File: src/rtl/calc_op_sequencer.sv
// calc_op_sequencer: valid/ready sequencer for the calculator's adder datapath.
// Executes ADD, SUB and a W-step shift-add MUL, then range-checks the result
// against LIMIT and holds it until the consumer takes it.
// Optional build macro: SATURATE_EN. When defined, out-of-range results clamp
// to LIMIT-1 (too large) or 0 (negative) instead of wrapping.
module calc_op_sequencer #(
   parameter int unsigned W     = 8,
   parameter int unsigned LIMIT = 255
) (
   input  logic         clk,
   input  logic         rst,
   input  logic         start_valid,
   output logic         start_ready,
   input  logic [1:0]   op,
   input  logic [W-1:0] a,
   input  logic [W-1:0] b,
   output logic         res_valid,
   input  logic         res_ready,
   output logic [W:0]   result,
   output logic         ovf,
   output logic         err,
   output logic         busy
);

   // Accumulator wide enough for a 2W-bit product plus a sign bit for SUB.
   localparam int unsigned AW = 2 * W + 2;
   localparam int unsigned CW = $clog2(W + 1);

   localparam logic [1:0] OP_ADD = 2'b00;
   localparam logic [1:0] OP_SUB = 2'b01;
   localparam logic [1:0] OP_MUL = 2'b10;
   localparam logic [1:0] OP_ILL = 2'b11;

   typedef enum logic [1:0] {IDLE, EXEC, MSTEP, DONE} state_t;

   state_t          state;
   logic [1:0]      op_q;
   logic [W-1:0]    a_q;
   logic [W-1:0]    b_q;
   logic [AW-1:0]   acc;
   logic [2*W-1:0]  mcand;
   logic [W-1:0]    mplier;
   logic [CW-1:0]   cnt;

   logic [AW-1:0]   exec_val;
   logic [AW-1:0]   step_val;
   logic [AW-1:0]   fin_val;
   logic            fin_oor;
   logic [W:0]      fin_res;

   // Accepting requests is purely a function of being idle.
   assign start_ready = (state == IDLE);

   // Single-cycle ADD/SUB value; illegal opcodes and MUL produce zero here.
   always_comb begin
      exec_val = '0;
      case (op_q)
         OP_ADD:  exec_val = AW'(a_q) + AW'(b_q);
         OP_SUB:  exec_val = AW'(a_q) - AW'(b_q);
         default: exec_val = '0;
      endcase
   end

   // One shift-add step of the multiplier.
   assign step_val = acc + (mplier[0] ? AW'(mcand) : AW'(0));

   // Range check of the value that is about to land in DONE.
   always_comb begin
      fin_val = (state == MSTEP) ? step_val : exec_val;
      fin_oor = fin_val[AW-1] || (fin_val >= AW'(LIMIT));
`ifdef SATURATE_EN
      if (!fin_oor)
         fin_res = fin_val[W:0];
      else if (fin_val[AW-1])
         fin_res = '0;
      else
         fin_res = (W+1)'(LIMIT - 1);
`else
      fin_res = fin_val[W:0];
`endif
   end

   // Controller FSM with registered outputs.
   always_ff @(posedge clk or posedge rst) begin
      if (rst) begin
         state     <= IDLE;
         op_q      <= '0;
         a_q       <= '0;
         b_q       <= '0;
         acc       <= '0;
         mcand     <= '0;
         mplier    <= '0;
         cnt       <= '0;
         result    <= '0;
         ovf       <= 1'b0;
         err       <= 1'b0;
         res_valid <= 1'b0;
         busy      <= 1'b0;
      end else begin
         case (state)
            IDLE: begin
               if (start_valid) begin
                  op_q  <= op;
                  a_q   <= a;
                  b_q   <= b;
                  ovf   <= 1'b0;
                  err   <= 1'b0;
                  busy  <= 1'b1;
                  state <= EXEC;
               end
            end
            EXEC: begin
               if (op_q == OP_MUL) begin
                  acc    <= '0;
                  mcand  <= (2*W)'(a_q);
                  mplier <= b_q;
                  cnt    <= CW'(W);
                  state  <= MSTEP;
               end else begin
                  acc       <= exec_val;
                  result    <= fin_res;
                  ovf       <= fin_oor;
                  err       <= (op_q == OP_ILL);
                  res_valid <= 1'b1;
                  state     <= DONE;
               end
            end
            MSTEP: begin
               acc    <= step_val;
               mcand  <= mcand << 1;
               mplier <= mplier >> 1;
               cnt    <= cnt - CW'(1);
               if (cnt == CW'(1)) begin
                  result    <= fin_res;
                  ovf       <= fin_oor;
                  res_valid <= 1'b1;
                  state     <= DONE;
               end
            end
            DONE: begin
               if (res_ready) begin
                  res_valid <= 1'b0;
                  busy      <= 1'b0;
                  state     <= IDLE;
               end
            end
            default: state <= IDLE;
         endcase
      end
   end

endmodule

File: config.mk
export PLATFORM = sky130hd
export DESIGN_NAME = calc_op_sequencer
export DESIGN_NICKNAME = d
export VERILOG_FILES = /design/src/rtl/calc_op_sequencer.sv
export SDC_FILE = /design/constraint.sdc
export NUM_CORES = 1
export LEC_CHECK = 0
export ABC_CLOCK_PERIOD_IN_PS = 5700
export CAP_MARGIN = 30
export CORE_MARGIN = 4
export CORE_UTILIZATION = 30
export DETAILED_ROUTE_END_ITERATION = 8
export GPL_TIMING_DRIVEN = 1
export PLACE_DENSITY_LB_ADDON = 0.3
export SYNTH_ARGS = -nofsm -noshare
export SYNTH_HDL_FRONTEND = slang
export SYNTH_SLANG_ARGS = --single-unit
File: constraint.sdc
create_clock -name clk -period 5.7 [get_ports clk]
set_input_delay 1.71 -clock clk [delete_from_list [all_inputs] [get_ports clk]]
set_output_delay 1.71 -clock clk [all_outputs]
set_load 0.02 [all_outputs]
# Yosys cells after proc, flatten, opt, wreduce, memory -nomap -nowiden
# Cells that the tools add are included.
dict set report totals {
  register_bits 79
  input_bits 22
  out_inout_bits 14
  word_cells 77
}
dict set report op_classes {
  add_sub_neg 4
  n_lt_le_gt_ge 1
  eq_ne 12
  n_mux 31
  n_reduce_logical 16
}
# op count
set ops {}
lappend ops {{$pmux 18 s2} 2}
lappend ops {{$mux 18} 2}
lappend ops {{$mux 16} 2}
lappend ops {{$pmux 16 s2} 1}
lappend ops {{$add 18x16->18} 1}
lappend ops {{$ge 18x8->1 const B} 1}
lappend ops {{$mux 9} 2}
lappend ops {{$pmux 9 s2} 1}
lappend ops {{$pmux 8 s2} 1}
lappend ops {{$reduce_and 3->1} 4}
lappend ops {{$add 8x8->9} 1}
lappend ops {{$mux 1} 9}
lappend ops {{$sub 8x8->9} 1}
lappend ops {{$eq 2x2->1 const B} 4}
lappend ops {{$mux 8} 1}
lappend ops {{$ne 2x2->1 const B} 4}
lappend ops {{$pmux 2 s4} 1}
lappend ops {{$pmux 4 s2} 1}
lappend ops {{$reduce_and 4->1} 2}
lappend ops {{$mux 2} 3}
lappend ops {{$pmux 1 s3} 2}
lappend ops {{$reduce_bool 2->1} 3}
lappend ops {{$reduce_bool 3->1} 2}
lappend ops {{$eq 2x1->1 const B} 2}
lappend ops {{8 further kinds} 11}

# Depth between registers and ports, before layout
dict set report logic_depth {
  depth_word 7
  mapped_depth 12
  mapped_depth_nobuf 11
}

# Worst setup path after synthesis
# No wires, ideal clock.
dict set report synth_path {
  path_kind {input-to-reg}
  startpoint {input port start_valid}
  endpoint {register ovf}
  setup_time_ps 133
  arrival_ps 2780
  t_required_ps 5567
  slack_ps 2787
  stages 6
  path_buffers 0
  path_cell_list {nor2b_1 or3_1 nor3_2 o2111ai_1 nor4_1 a31oi_1}
}
dict set report synth_between {
  elab_chain_len 2
}
# element line_no
set synth_rtl {}
lappend synth_rtl {{start, declared} 12} ;# input logic start_valid,
lappend synth_rtl {{$ne 2x2->1 (no line)} --}
lappend synth_rtl {{$reduce_and 4->1 (no line)} --}
lappend synth_rtl {{end signal, assigned} 122} ;# ovf <= fin_oor;
lappend synth_rtl {{end signal, assigned} 135} ;# ovf <= fin_oor;
lappend synth_rtl {{end, declared} 20} ;# output logic ovf,
# Every way passes these cells.
# A chain may end at the register's enable or synchronous reset.

# Worst setup path after layout
dict set report layout_path {
  startpoint {register state[0]}
  endpoint {output port start_ready}
}
dict set report layout_between {
  elab_chain_len 1
}
# element line_no
set layout_rtl {}
lappend layout_rtl {{start, declared} 36} ;# state_t state;
lappend layout_rtl {{start signal, assigned} 86} ;# state <= IDLE;
lappend layout_rtl {{start signal, assigned} 109} ;# state <= EXEC;
lappend layout_rtl {{start signal, assigned} 118} ;# state <= MSTEP;
lappend layout_rtl {{$logic_not 2->1} 52} ;# assign start_ready = (state == IDLE);
lappend layout_rtl {{end, declared} 13} ;# output logic start_ready,
# Every way passes these cells.

==> impl_summary.txt <==
----------------------------------------------------
[Route]
  Via count ... 4124
  Detailed-route DRC error count ... 0
  Routed Wire Length ... between 10000 and 15000 um
  Detailed-route vias per instance ... 5.14
  Remaining number of nets flagged by the antenna check after routing ... 0
  Initial DRC Count ... 240
  Wire per inst ... around 16 um
  First-pass DRT Iterations ... 4

[Critical path]
  Delay of the slowest cell on the worst path ... approximately 670 ps
  CP cell instances ... inv_1, ha_1, clkdlybuf4s50_1
  Reg2reg start ... mplier[0]$_DFFE_PP0P_
  Capture point of the worst reg-to-reg path ... ovf$_DFFE_PP0P_
  Required time reported for the critical path endpoint ... 3990 ps
  Highest fanout seen on the critical path ... 9
  Arrival time at the worst endpoint ... 1930 ps
  Critical Path Start Type ... register
  Setup CP Type ... reg -> out
  Reg2reg setup slack ... 2170 ps
  Worst Setup End Kind ... primary output
  CP startpoint ... state[0]$_DFFE_PP0P_
  Count of cells along the worst register-to-register path ... 10
  Crit path max-delay cell type ... clkdlybuf4s50_1

[Pwr]
  Fraction of power spent switching nets ... 47.0%
  Clock Power Share ... about 15%
  Static leakage ... ~2.6 nW
  Sequential power share ... around a quarter
  Switching power ... 0.00190 W
  Combinational share of power ... 58.6%
  Power density cells ... ~670 nW/um2
  Cell internal power dissipation ... roughly 0.0021 W
  Worst vdd rail ir drop ... 0.281 mV

[Timing]
  Min cycle time layout ... between 3000 and 4000 ps
  Setup WS post-layout ... between 2000 and 2500 ps
  Post-route clock skew ... a little over 10 ps
  Post-route fraction of the period consumed by the critical path ... 63.9%
  Final Max Slew Viols ... 0
  Setup Total Neg Slack ... 0 ps
  Final setup viols ... 0
  Worst Tran Pin Value ... 906 ps
  Maximum clock rate ... about 0.27 GHz
  Number of hold violations in the final report ... 0
  Setup repair after global routing missed its margin ... no
  Worst slew margin relative to its limit ... 39.5%

[Floorplan]
  Area of the core ... 16700 um2
  Full die area ... 19300 um2
  Die boundary width ... ~140 um
  Number of placement rows ... 47
  Chip Height ... 139 um
  Effective utilization at floorplan ... a little under a third
  I/O pins ... 36

[Placed design]
  Number of buffer cells added on primary ports ... 35
  Placed wire-length estimate ... around 9500 um
  Gpl congestion ... between 0.8 and 0.9
  Dpl ws ... 2000 ps

[Synth]
  Cells after Synth ... 550
  Biggest area consumer among synthesized cells ... dfrtp_1
  Top cells by count, synth ... 79 x dfrtp_1, 52 x nand2_1, 39 x ha_1, 39 x o21ai_0, 38 x nor2_1
  Most frequently used cell type in the post-synthesis netlist ... dfrtp_1
  EDFF count, synth ... 0
  Fraction of the yosys area taken by sequential cells ... 38.4%
  Count of synthesis-stage warnings from yosys ... 0
  Nets in the synthesized netlist ... 614
  Distinct cell type count after synthesis ... between 50 and 60
  Dominant cells by area after synthesis ... dfrtp_1 38%, ha_1 9.5%, mux2_2 5.5%
  Share of the synthesized area in the top cell type ... 38.4%
  Average cell area after synthesis ... 9.37 um2
  Share of flip-flops with an asynchronous set or reset ... 100%
  Most common flop cell mapped by yosys ... dfrtp_1
  Synth Register Bits ... 79
  Mapped Area ... 5150 um2

[Status]
  Status ... completed

[Clocking]
  Post-CTS Resized ... 0
  Worst-Skew Late Latency ... 360 ps
  Hold buffer count at cts ... 0
  Number of clock sinks seen by CTS ... 79
  Maximum buffer depth of the clock tree ... 2
  # H-tree levels ... 3
  Root Driver ... clkbuf_16
  Post-CTS Setup Inserts ... 0
  TritonCTS clock tree ... done
  Clock slew seen by the registers of the worst setup and hold paths ... 60 ps
  Num CTS Buffers ... 9

[Final layout]
  Total inserted antenna cells ... 0
  Fill cell count ... 1671
  Layout Nets ... about 640
  Area overhead of the layout relative to synthesis ... 17.0%
  Area taken by flip-flops and latches ... 1980 um2
  Area of combinational cells with multiple inputs ... 2980 um2
  Layout cell share with drive strength beyond 1 ... 10.5%

[Hold path]
  Type of the worst min-delay path ... reg -> reg
  Critical hold path startpoint ... res_valid$_DFFE_PP0P_
  Min-Delay Path Depth ... 2
  Hold path endpoint ... res_valid$_DFFE_PP0P_

[GRT]
  Overall fraction of global-route tracks in use ... between 10% and 20%
  Antenna violations before repair ... 0
  Overflow left after global routing ... 0
  Number of global-route vias before repair ... 4178
  Global-route wire length before repair ... 21200 um
  Maximum number of pins on one net before global-route repair ... 52

[Run]
  Max-capacitance violation count ... 0

----------------------------------------------------
-- metrics by stage --
stage          utilization, %  instances  hold WS (ps)  total power, W  cell area [um2]
2_1_floorplan               -        550           450         0.00277             5150
3_3_place_gp             34.3        786           462         0.00337             5720
3_5_place_dp             34.3        786           463         0.00344             5720
4_1_cts                  36.1        802           478         0.00406             6030
5_1_grt                  36.1        802           501         0.00438             6030
6_report                 36.1        802           477         0.00404             6030
-- area by class of cell --
class                           count  area share, %
Sequential cell                    79           32.8
Tap cell                          220           4.57
Multi-Input combinational cell    419           49.4
Clock buffer                       10           3.96
Clock inverter                      6           1.14
Timing Repair Buffer               39           6.31
Inverter                           29           1.83
-- worst max-delay path, delay by kind of cell, from the launching register on --
family,cells,cell delay (ps)
adders and majority gates,1,350
buffers and inverters,2,810
DFF,1,420
-- metal layers --
metal | routed length (um) | vias to the layer above | global-route usage, % | part of all wire, %
met2 | 6040 | 76 | 22.0 | 47
met1 | 6040 | 1990 | 17.4 | 47
met5 | 0 | - | 0 | 0
met4 | 303 | 0 | 5.61 | 2.4
met3 | 477 | 22 | 3.03 | 3.7
li1 | - | 2036 | - | -
-- layout by cell type (no fill, tap or decap), types with 4 or more instances in the layout --
| cell | netlist | routed |
|---|---|---|
| o31ai_1 | 5 | 5 |
| xor2_1 | 4 | 4 |
| mux2_2 | 25 | 25 |
| clkbuf_16 | 0 | 9 |
| nand3_1 | 11 | 11 |
| inv_1 | 29 | 28 |
| o21bai_1 | 5 | 5 |
| a31oi_1 | 5 | 5 |
| a22o_1 | 13 | 13 |
| or3_1 | 4 | 4 |
| nor2b_1 | 7 | 7 |
| and2_1 | 21 | 21 |
| ha_1 | 39 | 38 |
| a211oi_1 | 6 | 6 |
| nor2_1 | 38 | 38 |
| o21ai_0 | 39 | 39 |
| o21a_1 | 4 | 4 |
| dfrtp_1 | 79 | 79 |
| xnor2_1 | 7 | 7 |
| mux2i_1 | 16 | 16 |
| nor3_1 | 12 | 12 |
| a21o_1 | 10 | 10 |
| nand2_1 | 52 | 52 |
| nand2b_1 | 6 | 6 |
| clkdlybuf4s50_1 | 0 | 35 |
| buf_4 | 0 | 4 |
| a21oi_1 | 36 | 36 |
-- power groups by stage --
stage	clock network (W)	registers, W	logic (W)
3_3_place_gp	0	0.00107	0.00230
4_1_cts	0.000619	0.00108	0.00237
6_report	0.000602	0.00107	0.00237
3_5_place_dp	0	0.00108	0.00236
5_1_grt	0.000640	0.00111	0.00263
2_1_floorplan	0	0.00103	0.00174
-- flip-flops by register name (all words and copies together) (netlist names), 2 cells and up --
register	flops
cnt	4
mplier	8
op_q	2
b_q	8
mcand	16
result	9
a_q	8
acc	18
state	2
-- kinds of logic after synthesis --
kind of cell	count (synthesis)	share of synthesized area [%]
adder cells (fa/ha/maj)	42	10.6
AO/OA/AOI/OAI	158	20.8
AND/OR/NAND/NOR	167	15.8
buffers and inverters	52	3.96
flip-flops	79	38.4
XOR/XNOR	11	1.87
multiplexers	41	8.57
-- worst max path at each step --
stage | end | cells past startpoint
final | start_ready | 3
after global routing | start_ready | 3
after global placement | ovf$_DFFE_PP0P_ | 7
after detailed placement | ovf$_DFFE_PP0P_ | 7
after floorplan | a_q[0]$_DFFE_PP0P_ | 1
after CTS | start_ready | 3
Note: power is estimated with default switching activity, not from simulation.
